`src/rtl/iob_fifo_pkg.sv`:
```
// Shared helpers for the asymmetric FIFO: width min/max, ratio and pointer increments.
package iob_fifo_pkg;

  function automatic int unsigned iob_max(input int unsigned a, input int unsigned b);
    return (a > b) ? a : b;
  endfunction

  function automatic int unsigned iob_min(input int unsigned a, input int unsigned b);
    return (a < b) ? a : b;
  endfunction

  // Pointer step for one side: the wide side moves R narrow entries per word.
  function automatic int unsigned iob_incr(input int unsigned this_w, input int unsigned other_w,
                                           input int unsigned ratio);
    return (this_w > other_w) ? ratio : 1;
  endfunction

  // Slice index of narrow word idx within an n-slice wide word (mirrored when big-endian).
  function automatic int unsigned iob_slice(input int unsigned idx, input int unsigned n,
                                            input logic big);
    return big ? (n - 1 - idx) : idx;
  endfunction

endpackage

```
`src/rtl/iob_fifo_ctrl.sv`:
```
// Pointer, level and status-flag control for the synchronous asymmetric FIFO.
module iob_fifo_ctrl #(
  parameter int unsigned ADDR_W = 4,
  parameter int unsigned W_INCR = 1,
  parameter int unsigned R_INCR = 4
) (
  input  logic              clk_i,
  input  logic              arst_n_i,
  input  logic              cke_i,
  input  logic              flush_i,
  input  logic              w_en_i,
  input  logic              r_en_i,
  input  logic [ADDR_W:0]   almost_full_lvl_i,
  input  logic [ADDR_W:0]   almost_empty_lvl_i,
  output logic [ADDR_W-1:0] w_addr_o,
  output logic [ADDR_W-1:0] r_addr_o,
  output logic              w_accept_c_o,
  output logic              r_accept_c_o,
  output logic [ADDR_W:0]   level_o,
  output logic              w_full_o,
  output logic              r_empty_o,
  output logic              almost_full_o,
  output logic              almost_empty_o,
  output logic              overflow_o,
  output logic              underflow_o
);

  localparam int unsigned   DEPTH    = 2 ** ADDR_W;
  localparam int unsigned   PTR_W    = ADDR_W + 1;
  localparam logic [ADDR_W:0] FULL_LVL = PTR_W'(DEPTH - W_INCR);
  localparam logic [ADDR_W:0] W_STEP   = PTR_W'(W_INCR);
  localparam logic [ADDR_W:0] R_STEP   = PTR_W'(R_INCR);

  logic [ADDR_W:0] w_ptr_q, w_ptr_d;
  logic [ADDR_W:0] r_ptr_q, r_ptr_d;
  logic [ADDR_W:0] level_q, level_d;
  logic            ovf_q, ovf_d;
  logic            unf_q, unf_d;
  logic            full_c, empty_c, w_acc_c, r_acc_c;

  // Flags from registered level, transfer acceptance and next-state computation.
  always_comb begin
    full_c  = level_q > FULL_LVL;
    empty_c = level_q < R_STEP;
    w_acc_c = w_en_i & cke_i & ~full_c & ~flush_i;
    r_acc_c = r_en_i & cke_i & ~empty_c & ~flush_i;
    w_ptr_d = w_ptr_q;
    r_ptr_d = r_ptr_q;
    level_d = level_q;
    ovf_d   = ovf_q;
    unf_d   = unf_q;
    if (cke_i) begin
      if (flush_i) begin
        w_ptr_d = '0;
        r_ptr_d = '0;
        level_d = '0;
        ovf_d   = 1'b0;
        unf_d   = 1'b0;
      end else begin
        if (w_acc_c) w_ptr_d = w_ptr_q + W_STEP;
        if (r_acc_c) r_ptr_d = r_ptr_q + R_STEP;
        level_d = w_ptr_d - r_ptr_d;
        ovf_d   = ovf_q | (w_en_i & full_c);
        unf_d   = unf_q | (r_en_i & empty_c);
      end
    end
  end

  // State registers, cleared asynchronously.
  always_ff @(posedge clk_i or negedge arst_n_i) begin
    if (!arst_n_i) begin
      w_ptr_q <= '0;
      r_ptr_q <= '0;
      level_q <= '0;
      ovf_q   <= 1'b0;
      unf_q   <= 1'b0;
    end else begin
      w_ptr_q <= w_ptr_d;
      r_ptr_q <= r_ptr_d;
      level_q <= level_d;
      ovf_q   <= ovf_d;
      unf_q   <= unf_d;
    end
  end

  assign w_addr_o       = w_ptr_q[ADDR_W-1:0];
  assign r_addr_o       = r_ptr_q[ADDR_W-1:0];
  assign w_accept_c_o   = w_acc_c;
  assign r_accept_c_o   = r_acc_c;
  assign level_o        = level_q;
  assign w_full_o       = full_c;
  assign r_empty_o      = empty_c;
  assign almost_full_o  = level_q >= almost_full_lvl_i;
  assign almost_empty_o = level_q <= almost_empty_lvl_i;
  assign overflow_o     = ovf_q;
  assign underflow_o    = unf_q;

endmodule

```
`src/rtl/iob_fifo_sync_asym.sv`:
```
// Synchronous FIFO with independent write/read word widths; narrow-unit storage and packing.
module iob_fifo_sync_asym
  import iob_fifo_pkg::*;
#(
  parameter int unsigned W_DATA_W   = 8,
  parameter int unsigned R_DATA_W   = 32,
  parameter int unsigned ADDR_W     = 4,
  parameter int unsigned BIG_ENDIAN = 0
) (
  input  logic                clk_i,
  input  logic                arst_n_i,
  input  logic                cke_i,
  input  logic                flush_i,
  input  logic                w_en_i,
  input  logic [W_DATA_W-1:0] w_data_i,
  output logic                w_full_o,
  input  logic                r_en_i,
  output logic [R_DATA_W-1:0] r_data_o,
  output logic                r_empty_o,
  output logic [ADDR_W:0]     level_o,
  input  logic [ADDR_W:0]     almost_full_lvl_i,
  input  logic [ADDR_W:0]     almost_empty_lvl_i,
  output logic                almost_full_o,
  output logic                almost_empty_o,
  output logic                overflow_o,
  output logic                underflow_o
);

  localparam int unsigned MAXDATA_W = iob_max(W_DATA_W, R_DATA_W);
  localparam int unsigned MINDATA_W = iob_min(W_DATA_W, R_DATA_W);
  localparam int unsigned R         = MAXDATA_W / MINDATA_W;
  localparam int unsigned W_INCR    = iob_incr(W_DATA_W, R_DATA_W, R);
  localparam int unsigned R_INCR    = iob_incr(R_DATA_W, W_DATA_W, R);
  localparam int unsigned DEPTH     = 2 ** ADDR_W;
  localparam logic        BIG       = (BIG_ENDIAN != 0);

  logic [ADDR_W-1:0]    w_addr, r_addr;
  logic                 w_accept_c, r_accept_c;
  logic [MINDATA_W-1:0] mem_q [DEPTH];
  logic [ADDR_W-1:0]    w_addr_c [W_INCR];
  logic [MINDATA_W-1:0] w_word_c [W_INCR];
  logic [R_DATA_W-1:0]  r_word_c;
  logic [R_DATA_W-1:0]  r_data_q, r_data_d;

  iob_fifo_ctrl #(
    .ADDR_W (ADDR_W),
    .W_INCR (W_INCR),
    .R_INCR (R_INCR)
  ) u_ctrl (
    .clk_i              (clk_i),
    .arst_n_i           (arst_n_i),
    .cke_i              (cke_i),
    .flush_i            (flush_i),
    .w_en_i             (w_en_i),
    .r_en_i             (r_en_i),
    .almost_full_lvl_i  (almost_full_lvl_i),
    .almost_empty_lvl_i (almost_empty_lvl_i),
    .w_addr_o           (w_addr),
    .r_addr_o           (r_addr),
    .w_accept_c_o       (w_accept_c),
    .r_accept_c_o       (r_accept_c),
    .level_o            (level_o),
    .w_full_o           (w_full_o),
    .r_empty_o          (r_empty_o),
    .almost_full_o      (almost_full_o),
    .almost_empty_o     (almost_empty_o),
    .overflow_o         (overflow_o),
    .underflow_o        (underflow_o)
  );

  // Split the write word into narrow entries and their storage addresses.
  always_comb begin
    for (int unsigned i = 0; i < W_INCR; i++) begin
      w_addr_c[i] = w_addr + ADDR_W'(i);
      w_word_c[i] = w_data_i[iob_slice(i, W_INCR, BIG) * MINDATA_W +: MINDATA_W];
    end
  end

  // Storage array; contents are intentionally not reset.
  always_ff @(posedge clk_i) begin
    if (w_accept_c) begin
      for (int unsigned i = 0; i < W_INCR; i++) begin
        mem_q[w_addr_c[i]] <= w_word_c[i];
      end
    end
  end

  // Gather narrow entries into one read word.
  always_comb begin
    r_word_c = '0;
    for (int unsigned i = 0; i < R_INCR; i++) begin
      r_word_c[iob_slice(i, R_INCR, BIG) * MINDATA_W +: MINDATA_W] = mem_q[r_addr + ADDR_W'(i)];
    end
  end

  // Read data only updates on an accepted read.
  always_comb begin
    r_data_d = r_data_q;
    if (r_accept_c) r_data_d = r_word_c;
  end

  // Registered read data with async clear.
  always_ff @(posedge clk_i or negedge arst_n_i) begin
    if (!arst_n_i) r_data_q <= '0;
    else           r_data_q <= r_data_d;
  end

  assign r_data_o = r_data_q;

endmodule

```
`config.mk`:
```
export PLATFORM = sky130hd
export DESIGN_NAME = iob_fifo_sync_asym
export DESIGN_NICKNAME = d
export VERILOG_FILES = /design/src/rtl/iob_fifo_pkg.sv /design/src/rtl/iob_fifo_ctrl.sv /design/src/rtl/iob_fifo_sync_asym.sv
export SDC_FILE = /design/constraint.sdc
export NUM_CORES = 1
export LEC_CHECK = 0
export ABC_AREA = 1
export BUFFER_PORTS_ARGS = -buffer_cell sky130_fd_sc_hd__buf_2
export CAP_MARGIN = 20
export CORE_ASPECT_RATIO = 0.75
export CORE_MARGIN = 2
export CORE_UTILIZATION = 30
export CTS_CLUSTER_SIZE = 40
export DETAILED_ROUTE_END_ITERATION = 10
export PLACE_DENSITY = 0.43
export RECOVER_POWER = 100
export SLEW_MARGIN = 15
export SYNTH_ARGS = -nofsm -noshare
export SYNTH_HDL_FRONTEND = slang
export SYNTH_SLANG_ARGS = --single-unit
```
`constraint.sdc`:
```
create_clock -name clk_i -period 5.87 [get_ports clk_i]
set_input_delay 1.174 -clock clk_i [delete_from_list [all_inputs] [get_ports clk_i]]
set_output_delay 1.174 -clock clk_i [all_outputs]
set_load 0.05 [all_outputs]
```
# ---- Word-level counts from Yosys, hierarchy flattened
# Memories as Yosys holds them, arrays and structs flattened. A register that Yosys moved wholly into a read port is not among the register bits.
# Cells that the tools add are included.
dict set report word_totals {
  ff_bits 17
  latchBits 0
  ram_bits 128
  romBits 0
  out_inout_bits 43
  wordCells 46
  memories 1
}
# name words word_bits read_ports rd_ports_with_merged_regs write_ports line
set mem_list {}
lappend mem_list {mem_q 16 8 4 4 1 iob_fifo_sync_asym.sv:39} ;# logic [MINDATA_W-1:0] mem_q [DEPTH];
dict set report classes {
  n_addsub 6
  mul 0
  div 0
  n_lt_le_gt_ge 4
  n_eq_ne 0
  shift 0
  muxes 13
  bitwise_logic 13
  reduce_logical 4
}
# operator n
set op_table {}
lappend op_table {{5-bit two-way mux} 9}
lappend op_table {{4-bit by 2-bit adder with 4-bit output, second input constant} 2}
lappend op_table {{1-bit AND} 8}
lappend op_table {{5-bit by 1-bit adder with 5-bit output, second input constant} 1}
lappend op_table {{5-bit by 3-bit adder with 5-bit output, second input constant} 1}
lappend op_table {{5-bit greater-or-equal comparator} 1}
lappend op_table {{5-bit by 4-bit > comparator with 1-bit output, second input constant} 1}
lappend op_table {{5-bit <= comparator} 1}
lappend op_table {{5-bit by 3-bit < comparator with 1-bit output, second input constant} 1}
lappend op_table {{5-bit subtractor} 1}
lappend op_table {{4-bit by 1-bit adder with 4-bit output, second input constant} 1}
lappend op_table {{1-bit logical NOT} 4}
lappend op_table {{1-bit two-way mux} 4}
lappend op_table {{1-bit NOT} 3}
lappend op_table {{1-bit OR} 2}

# ---- Depth between registers and ports, before layout
# Gate-level depths: netlist of run 1.
dict set report depth {
  ltp_word 9
  depth_mapped 15
  ltp_nobuf 15
}

# ---- Modules after synthesis
# From an unflattened synthesis of run 1, not the netlist that was laid out.
dict set report hier_totals {
  hier_cells 1269
  hier_area_um2 10228.6
}
# module n_inst cells_per_inst area_per_inst_um2 seq_area_each_um2
set modules_own_cells {}
lappend modules_own_cells {iob_fifo_sync_asym 1 1095 8954.8 4644.5}
lappend modules_own_cells {iob_fifo_ctrl 1 174 1273.7 375.4}

# ---- Worst setup path before layout of run 1
# Ideal clock, no wire load.
dict set report synth_path {
  path_kind {input to output}
  start {input almost_full_lvl_i[0]}
  end {output almost_full_o}
  arrival_time_ns 2.464
  path_slack_ns 2.232
  path_stages 7
  path_cell_list {ha_1 > inv_1 > nand2_1 > a21oi_1 > o21bai_1 > a21oi_1 > o21bai_1}
}
dict set report synth_between {
  elab_chain_len 1
}
# element line
set synth_lines {}
lappend synth_lines {{start: declaration} iob_fifo_sync_asym.sv:21} ;# input logic [ADDR_W:0] almost_full_lvl_i,
lappend synth_lines {{5-bit greater-or-equal comparator} iob_fifo_ctrl.sv:93} ;# assign almost_full_o = level_q >= almost_full_lvl_i;
lappend synth_lines {{end: declaration} iob_fifo_sync_asym.sv:23} ;# output logic almost_full_o,
# No other way between the ends.

# ---- Final worst setup path of run 1
dict set report layout_path {
  start {register u_ctrl.r_ptr_q[2]}
  end {register r_data_q[17] (netlist: r_data_o[17]), read port of mem_q}
}
dict set report layout_between {
  elab_chain_len 1
}
# element line
set layout_lines {}
lappend layout_lines {{start: declaration} iob_fifo_ctrl.sv:35} ;# logic [ADDR_W:0] r_ptr_q, r_ptr_d;
lappend layout_lines {{start signal: assignment} iob_fifo_ctrl.sv:79} ;# r_ptr_q <= r_ptr_d;
lappend layout_lines {{4-bit by 2-bit adder with 4-bit output} iob_fifo_sync_asym.sv:92} ;# r_word_c[iob_slice(i, R_INCR, BIG) * MINDATA_W +: MINDATA_W] = mem_q[r_addr + ADDR_W'(i)];
lappend layout_lines {{end: declaration} iob_fifo_sync_asym.sv:43} ;# logic [R_DATA_W-1:0] r_data_q, r_data_d;
# No other way between the ends.
# A chain may end at the register's enable or synchronous reset.

==> qor.yml, run 1 <==
outcome: "finished, violations left"
violations: "max-capacitance violations, max-slew violations"
ctsHoldBuffers: 0
synth-simple-area-share_pct: 13.8
clockRootBuffer: "clkbuf_16"
dp_hpwl_mm: 10.3
synth_fa_ha_area_share_pct: 3.26
grt_pass1_wl_mm: 26.9
critPathBufInv: 3
vias_per_cell: 4.59
netlist_area_sq_um: 7290
overflow: 0
ios: 67
numCtsBuffers: 17
reg2reg_depth: 5
drv_cap: 2
htree_levels: 4
period_share_pct: 70.2
vdd_drop_max_uv: 233
routed-via-count: 4658
synth_cell_type_count: 33
antenna_found_initial: 0
start_util_pct: 30.5
worst_pin_slew_ns: 3.09
reg2reg_to: "r_data_o[17]$_DFFE_PN0P_"
port_buffers: 66
power_density_nw_per_um2: 433
end_kind: "register"
drive_gt1_share_pct: 7.91
synthTopCellsByArea: "edfxtp_1 (53%), dfrtp_1 (16%), nor2_1 (9.3%)"
cts_buffer_depth: 2
worst_setup_path_start_kind: "register"
path_class: "reg2reg"
antenna_left: 0
path_clk_slew_ns: 0.06
dieWidth_um: 184
max_stage_delay_ns: 1.63
seq_area_frac_synth_pct: 68.9
area_growth_pct: 14.7
core_sq_um: 23900
ctsResizeCount: 0
critPathTopFamily: "buffers and inverters"
ff2ff_setup_slack_ns: 1.75
syn_nets: 680
post_cts_buffers: 0
die_h_um: 139
netlist_instances: 637
final_cells: 1015
wirelength_mm: 17.1
place_inst: 983
place_congestion: 0.793
r2r-start: "u_ctrl.r_ptr_q[2]$_DFFE_PN0P_"
worstHoldEndpoint: "u_ctrl.underflow_o$_DFFE_PN0P_"
leakagePower_nw: 3.12
numClockSinks: 175
worstSkewPairLatency_ns: 0.43
ys_warn_count: 0
grt_use_total_pct: 14.1
whs_path_depth: 1
post-synth-top-area-cell: "edfxtp_1"
rsz0062_at_grt: "no"
grt_pass1_vias: 4671
min_path_type: "reg2reg"
hold_viol: 0
synth_compound_area_share_pct: 9.36
synthMuxAreaShare_pct: 0
grt_max_degree: 67
fmaxAchievable_mhz: 243
worstPathRequired_ns: 6.21
ys_seq_elements: 175
max_slew_margin_pct: -106
fin_nets: 739
synth.avg_cell_area_sq_um: 11.4
wl_per_cell_um: 16.9
fin_skew_ns: 0.00917
final_max_slew_viol_count: 101
finalSetupTns_ns: 0
synth_top_area_share_pct: 52.7
synth_top_family_by_area: "simple AND/OR/NAND/NOR gates"
period_minus_slack_ns: 4.12
slowest_stage: "clkbuf_1"
die-area_sq_um: 25600
worstPathCellList: "buf_4 -> inv_2 -> clkbuf_1 -> o21ai_0 -> a31oi_1"
dr.pass1.iters: 5
crit_arrival_ns: 4.46
cts_tree: "built"
fp-row-count: 49
synth_xor_area_share_pct: 0.481
drc_errors: 0
hp-start: "u_ctrl.underflow_o$_DFFE_PN0P_"
cp_max_fo: 52
drt_iter0_markers: 232
setup_viol: 0
-- power breakdown --
part | leakage (nW) | internal (W) | total (W) | switching (W)
clock network | 0.295 | 0.000687 | 0.00116 | 0.000469
logic | 1.12 | 0.000178 | 0.000900 | 0.000722
registers | 1.71 | 0.00146 | 0.00156 | 0.000104
total | 3.12 | 0.00232 | 0.00362 | 0.00129
-- cells in the mapped netlist --
cell,instances
nand3_2,1
inv_1,31
inv_2,5
nand2_1,45
nor3_1,2
xnor2_1,1
nor2_8,1
buf_1,2
o21bai_1,3
conb_1,2
o21a_1,2
a31oi_1,33
ha_1,19
o21ai_0,68
o21ai_1,1
buf_2,12
dfrtp_1,47
clkinv_2,1
a22o_1,1
nand4_1,1
nand3_1,10
a21oi_1,5
xor2_1,3
nor2_1,180
buf_6,4
clkbuf_1,12
edfxtp_1,128
nor2_4,2
o21ai_2,1
nand2_4,2
o22ai_1,8
clkinv_1,1
nand2_2,3
-- per-layer routing --
metal / part of all wire (%) / track usage, % / wire length (um) / up-vias
li1: - / - / - / 2318
met5: 0 / 0 / 0 / -
met4: 0.90 / 3.71 / 155 / 0
met1: 51 / 20.6 / 8780 / 2248
met3: 4.3 / 3.49 / 730 / 11
met2: 44 / 20.8 / 7460 / 81
-- cell families (layout without fill, tap and decap cells) --
family	after synthesis	after routing
AND/OR/NAND/NOR	247	247
buffers and inverters	68	139
adder cells (fa/ha/maj)	19	19
XOR/XNOR	4	4
AO/OA/AOI/OAI	122	122
other	2	3
flip-flops	175	175
-- final cells by class --
| class | count | area [sq um] |
|---|---|---|
| fill | 2401 | 15600 |
| sequential | 175 | 5020 |
| multi-input combinational | 394 | 1920 |
| clock buffer | 20 | 457 |
| tap | 306 | 383 |
| timing repair buffer | 70 | 288 |
| inverter | 38 | 144 |
| clock inverter | 11 | 140 |
| antenna | 1 | 2.50 |
-- worst max path at each step --
stage                                              from                        to  cells past startpoint
after global placement             almost_full_lvl_i[0]             almost_full_o                      9
after detailed placement           almost_full_lvl_i[0]             almost_full_o                      9
final                     u_ctrl.r_ptr_q[2]$_DFFE_PN0P_  r_data_o[17]$_DFFE_PN0P_                      5
after floorplan                    almost_full_lvl_i[0]             almost_full_o                      7
after global routing      u_ctrl.r_ptr_q[2]$_DFFE_PN0P_  r_data_o[17]$_DFFE_PN0P_                      5
after CTS                          almost_full_lvl_i[0]             almost_full_o                      9
-- cells in the final DEF, fill, tap and decap left out, drive strengths merged, types with 5 or more instances in the layout --
cell type and count:
nor2 183, edfxtp 128, clkbuf 74, o21ai 70, nand2 50, dfrtp 47, inv 36, a31oi 33
ha 19, buf 16, nand3 11, clkinv 9, o22ai 8, a21oi 5
-- stage by stage --
| stage | area (sq um) | utilization (%) | total power [W] | hold slack [ns] | setup slack [ns] |
|---|---|---|---|---|---|
| 6_report | 8360 | 35.0 | 0.00362 | 0.497 | 1.75 |
| 5_1_grt | 8350 | 34.9 | 0.00378 | 0.519 | 1.32 |
| 4_1_cts | 8470 | 35.4 | 0.00370 | 0.506 | 2.39 |
| 3_5_place_dp | 7880 | 32.9 | 0.00254 | 0.491 | 2.38 |
| 3_3_place_gp | 7880 | 32.9 | 0.00253 | 0.488 | 2.39 |
| 2_1_floorplan | 7290 | - | 0.00227 | 0.506 | 2.23 |
-- sequential cells by signal, summed over array words and instances, names as in the netlist --
register            flops
u_ctrl.level_o          5
u_ctrl.r_ptr_q          3
u_ctrl.underflow_o      1
mem_q                 128
r_data_o               32
u_ctrl.w_ptr_q          5
u_ctrl.overflow_o       1
No activity file was read; power rests on OpenSTA's default activity.
==> run 2, diff against run 1 <==
- clock period: 5.87 -> 4.3 ns (I/O delays scaled with it)
==> run 2 against run 1 <==
The run now ends clean. Sequential share of layout area decreased by 0.65 points. Count of clock-buffer cells in the layout decreased by 3. Global-route usage up 0.42 points. Sequential power increased by 36%. Worst setup slack got worse by 0.71 ns. Critical path depth is 9 higher. Non-clock buffer count rose by 2. Core utilization is 0.38 points higher. Routed wire length rose by 2.6%. Total power is 41% higher. Clock skew grew 0.0045 ns. Critical endpoint is now u_ctrl.level_o[4]$_DFFE_PN0P_.
==> qor.yml, run 2 (synthesis gave the netlist of run 1 again) <==
area_growth_pct: 15.9
die_h_um: 139  # unchanged
drc_errors: 0  # unchanged
grt_pass1_vias: 4675  # +0.086%
die-area_sq_um: 25600  # unchanged
min_path_type: "reg2reg"
hold_viol: 0  # unchanged
core_sq_um: 23900  # unchanged
period_minus_slack_ns: 3.26
cp_common_cell: "inv_1"
crit_arrival_ns: 3.64  # -0.82 ns
fin_skew_ns: 0.0136  # +0.00446 ns
holdWs_ns: 0.496  # -0.000713 ns
post_cts_buffers: 0  # unchanged
dpl-instance-area_sq_um: 7890  # +0.17%
numClockSinks: 175  # unchanged
place_worst_setup_slack_ns: 1.39  # -0.985 ns
htree_levels: 4  # unchanged
fmaxAchievable_mhz: 306
worstPathCellList: "clkbuf_1 -> nand2_1 -> nor2_1 -> nand4_1 -> xor2_1 -> inv_1 -> ha_1 -> inv_1 -> o21bai_1 -> a31oi_1 -> inv_1 -> nand3_1 -> nand3_1 -> nand2_1"
vdd_drop_max_uv: 286  # +22%
ios: 67  # unchanged
final_util_pct: 35.3  # +0.38 points
cts_buffer_depth: 2  # unchanged
grt_pass1_wl_mm: 27.6  # +2.6%
wirelength_mm: 17.6  # +2.6%
place_congestion: 0.810  # +2.2%
largest_reg_flops: 128  # unchanged
ctsResizeCount: 0  # unchanged
start_util_pct: 30.5  # unchanged
grt_use_total_pct: 14.5  # +0.42 points
fp-row-count: 49  # unchanged
final_max_slew_viol_count: 0  # -100%
path_class: "in2reg"
antenna_cells: 0  # -1
overflow: 0  # unchanged
max_stage_delay_ns: 0.51  # -1.12 ns
grt_max_degree: 67  # unchanged
outcome: "finished, final reports clean"
dieWidth_um: 184  # unchanged
routed-via-count: 4685  # +0.58%
worst_pin_slew_ns: 1.37  # -1.72 ns
power_density_nw_per_um2: 605  # +40%
worstSkewPairLatency_ns: 0.43  # about the same
worstPathRequired_ns: 4.67  # -1.54 ns
drt_iter0_markers: 298  # +28%
antenna_found_initial: 0  # unchanged
drive_gt1_share_pct: 8.58  # +0.67 points
ctsHoldBuffers: 0  # unchanged
slowest_stage: "nor2_1"
numCtsBuffers: 17  # unchanged
leakagePower_nw: 3.16  # +1.1%
dp_hpwl_mm: 10.7  # +3.1%
vias_per_cell: 4.61  # +0.38%
drv_cap: 0  # -2
end_kind: "register"
mostFrequentLayoutCells: "nor2_1 (183), edfxtp_1 (128), o21ai_0 (68), clkbuf_1 (53), nand2_1 (47)"
antenna_left: 0  # unchanged
clockRootBuffer: "clkbuf_16"
cts_tree: "built"
setup_ws_ns: 1.04  # -0.711 ns
wl_per_cell_um: 17.3  # +2.4%
port_buffers: 66  # unchanged
setup_viol: 0  # unchanged
cp_max_fo: 13  # -75%
worst_setup_path_start_kind: "input port"
finalSetupTns_ns: 0  # unchanged
fin_nets: 741  # +0.27%
dr.pass1.iters: 4  # -1
max_slew_margin_pct: 8.47  # +110 points
postLayoutCellArea_sq_um: 8450  # +1.1%
layout_commonest_cell: "nor2_1"
rsz0062_at_grt: "no"
period_share_pct: 75.9
path_clk_slew_ns: 0.07  # about the same
==> run 2: path summary, 6_finish.rpt <==
kind | end | slack (ns) | startpoint | depth (start not counted)
worst max-delay path | u_ctrl.level_o[4]$_DFFE_PN0P_ | 1.04 | cke_i | 14
worst min-delay path | u_ctrl.overflow_o$_DFFE_PN0P_ | 0.50 | u_ctrl.overflow_o$_DFFE_PN0P_ | 1
worst max register to register | r_data_o[5]$_DFFE_PN0P_ | 1.57 | u_ctrl.level_o[4]$_DFFE_PN0P_ | 7
worst min register to register | u_ctrl.overflow_o$_DFFE_PN0P_ | 0.50 | u_ctrl.overflow_o$_DFFE_PN0P_ | 1
max in group asynchronous | u_ctrl.r_ptr_q[2]$_DFFE_PN0P_ | 2.40 | arst_n_i | 2
min in group asynchronous | r_data_o[1]$_DFFE_PN0P_ | 0.73 | arst_n_i | 1
==> run 2: layout make-up <==
cell class | count | area (sq um)
Clock buffer | 17 | 425
Clock inverter | 15 | 240
Fill cell | 2399 | 15500
Inverter | 38 | 144
Multi-Input combinational cell | 394 | 1930
Sequential cell | 175 | 5020
Tap cell | 306 | 383
Timing Repair Buffer | 72 | 309
==> run 2: critical path, delay by kind of cell <==
kind / cells / cell delay, ns
and+or+nand+nor: 6 / 1.29
buffers and inverters: 4 / 0.66
adders and majority gates: 1 / 0.32
AOI/OAI and AO/OA: 2 / 0.26
xor gates and xnor gates: 1 / 0.23
==> run 2: per-stage QoR <==
stage                     power (W)  cells
after floorplan             0.00310    637
after global placement      0.00346    985
after detailed placement    0.00347    985
after CTS                   0.00523   1017
after global routing        0.00534   1017
final                       0.00511   1017
==> run 2: report_power, final <==
group	total [W]	switching (W)	internal [W]
combinational	0.00124	0.000996	0.000246
sequential	0.00212	0.000135	0.00199
clock	0.00175	0.000661	0.00109
total	0.00511	0.00179	0.00332
==> run 2: routing by layer <==
layer / track usage (%) / share of wire [%]
met1: 20.7 / 50
met2: 22.3 / 45
met3: 3.07 / 4.8
met4: 4.17 / 0.72
met5: 0 / 0
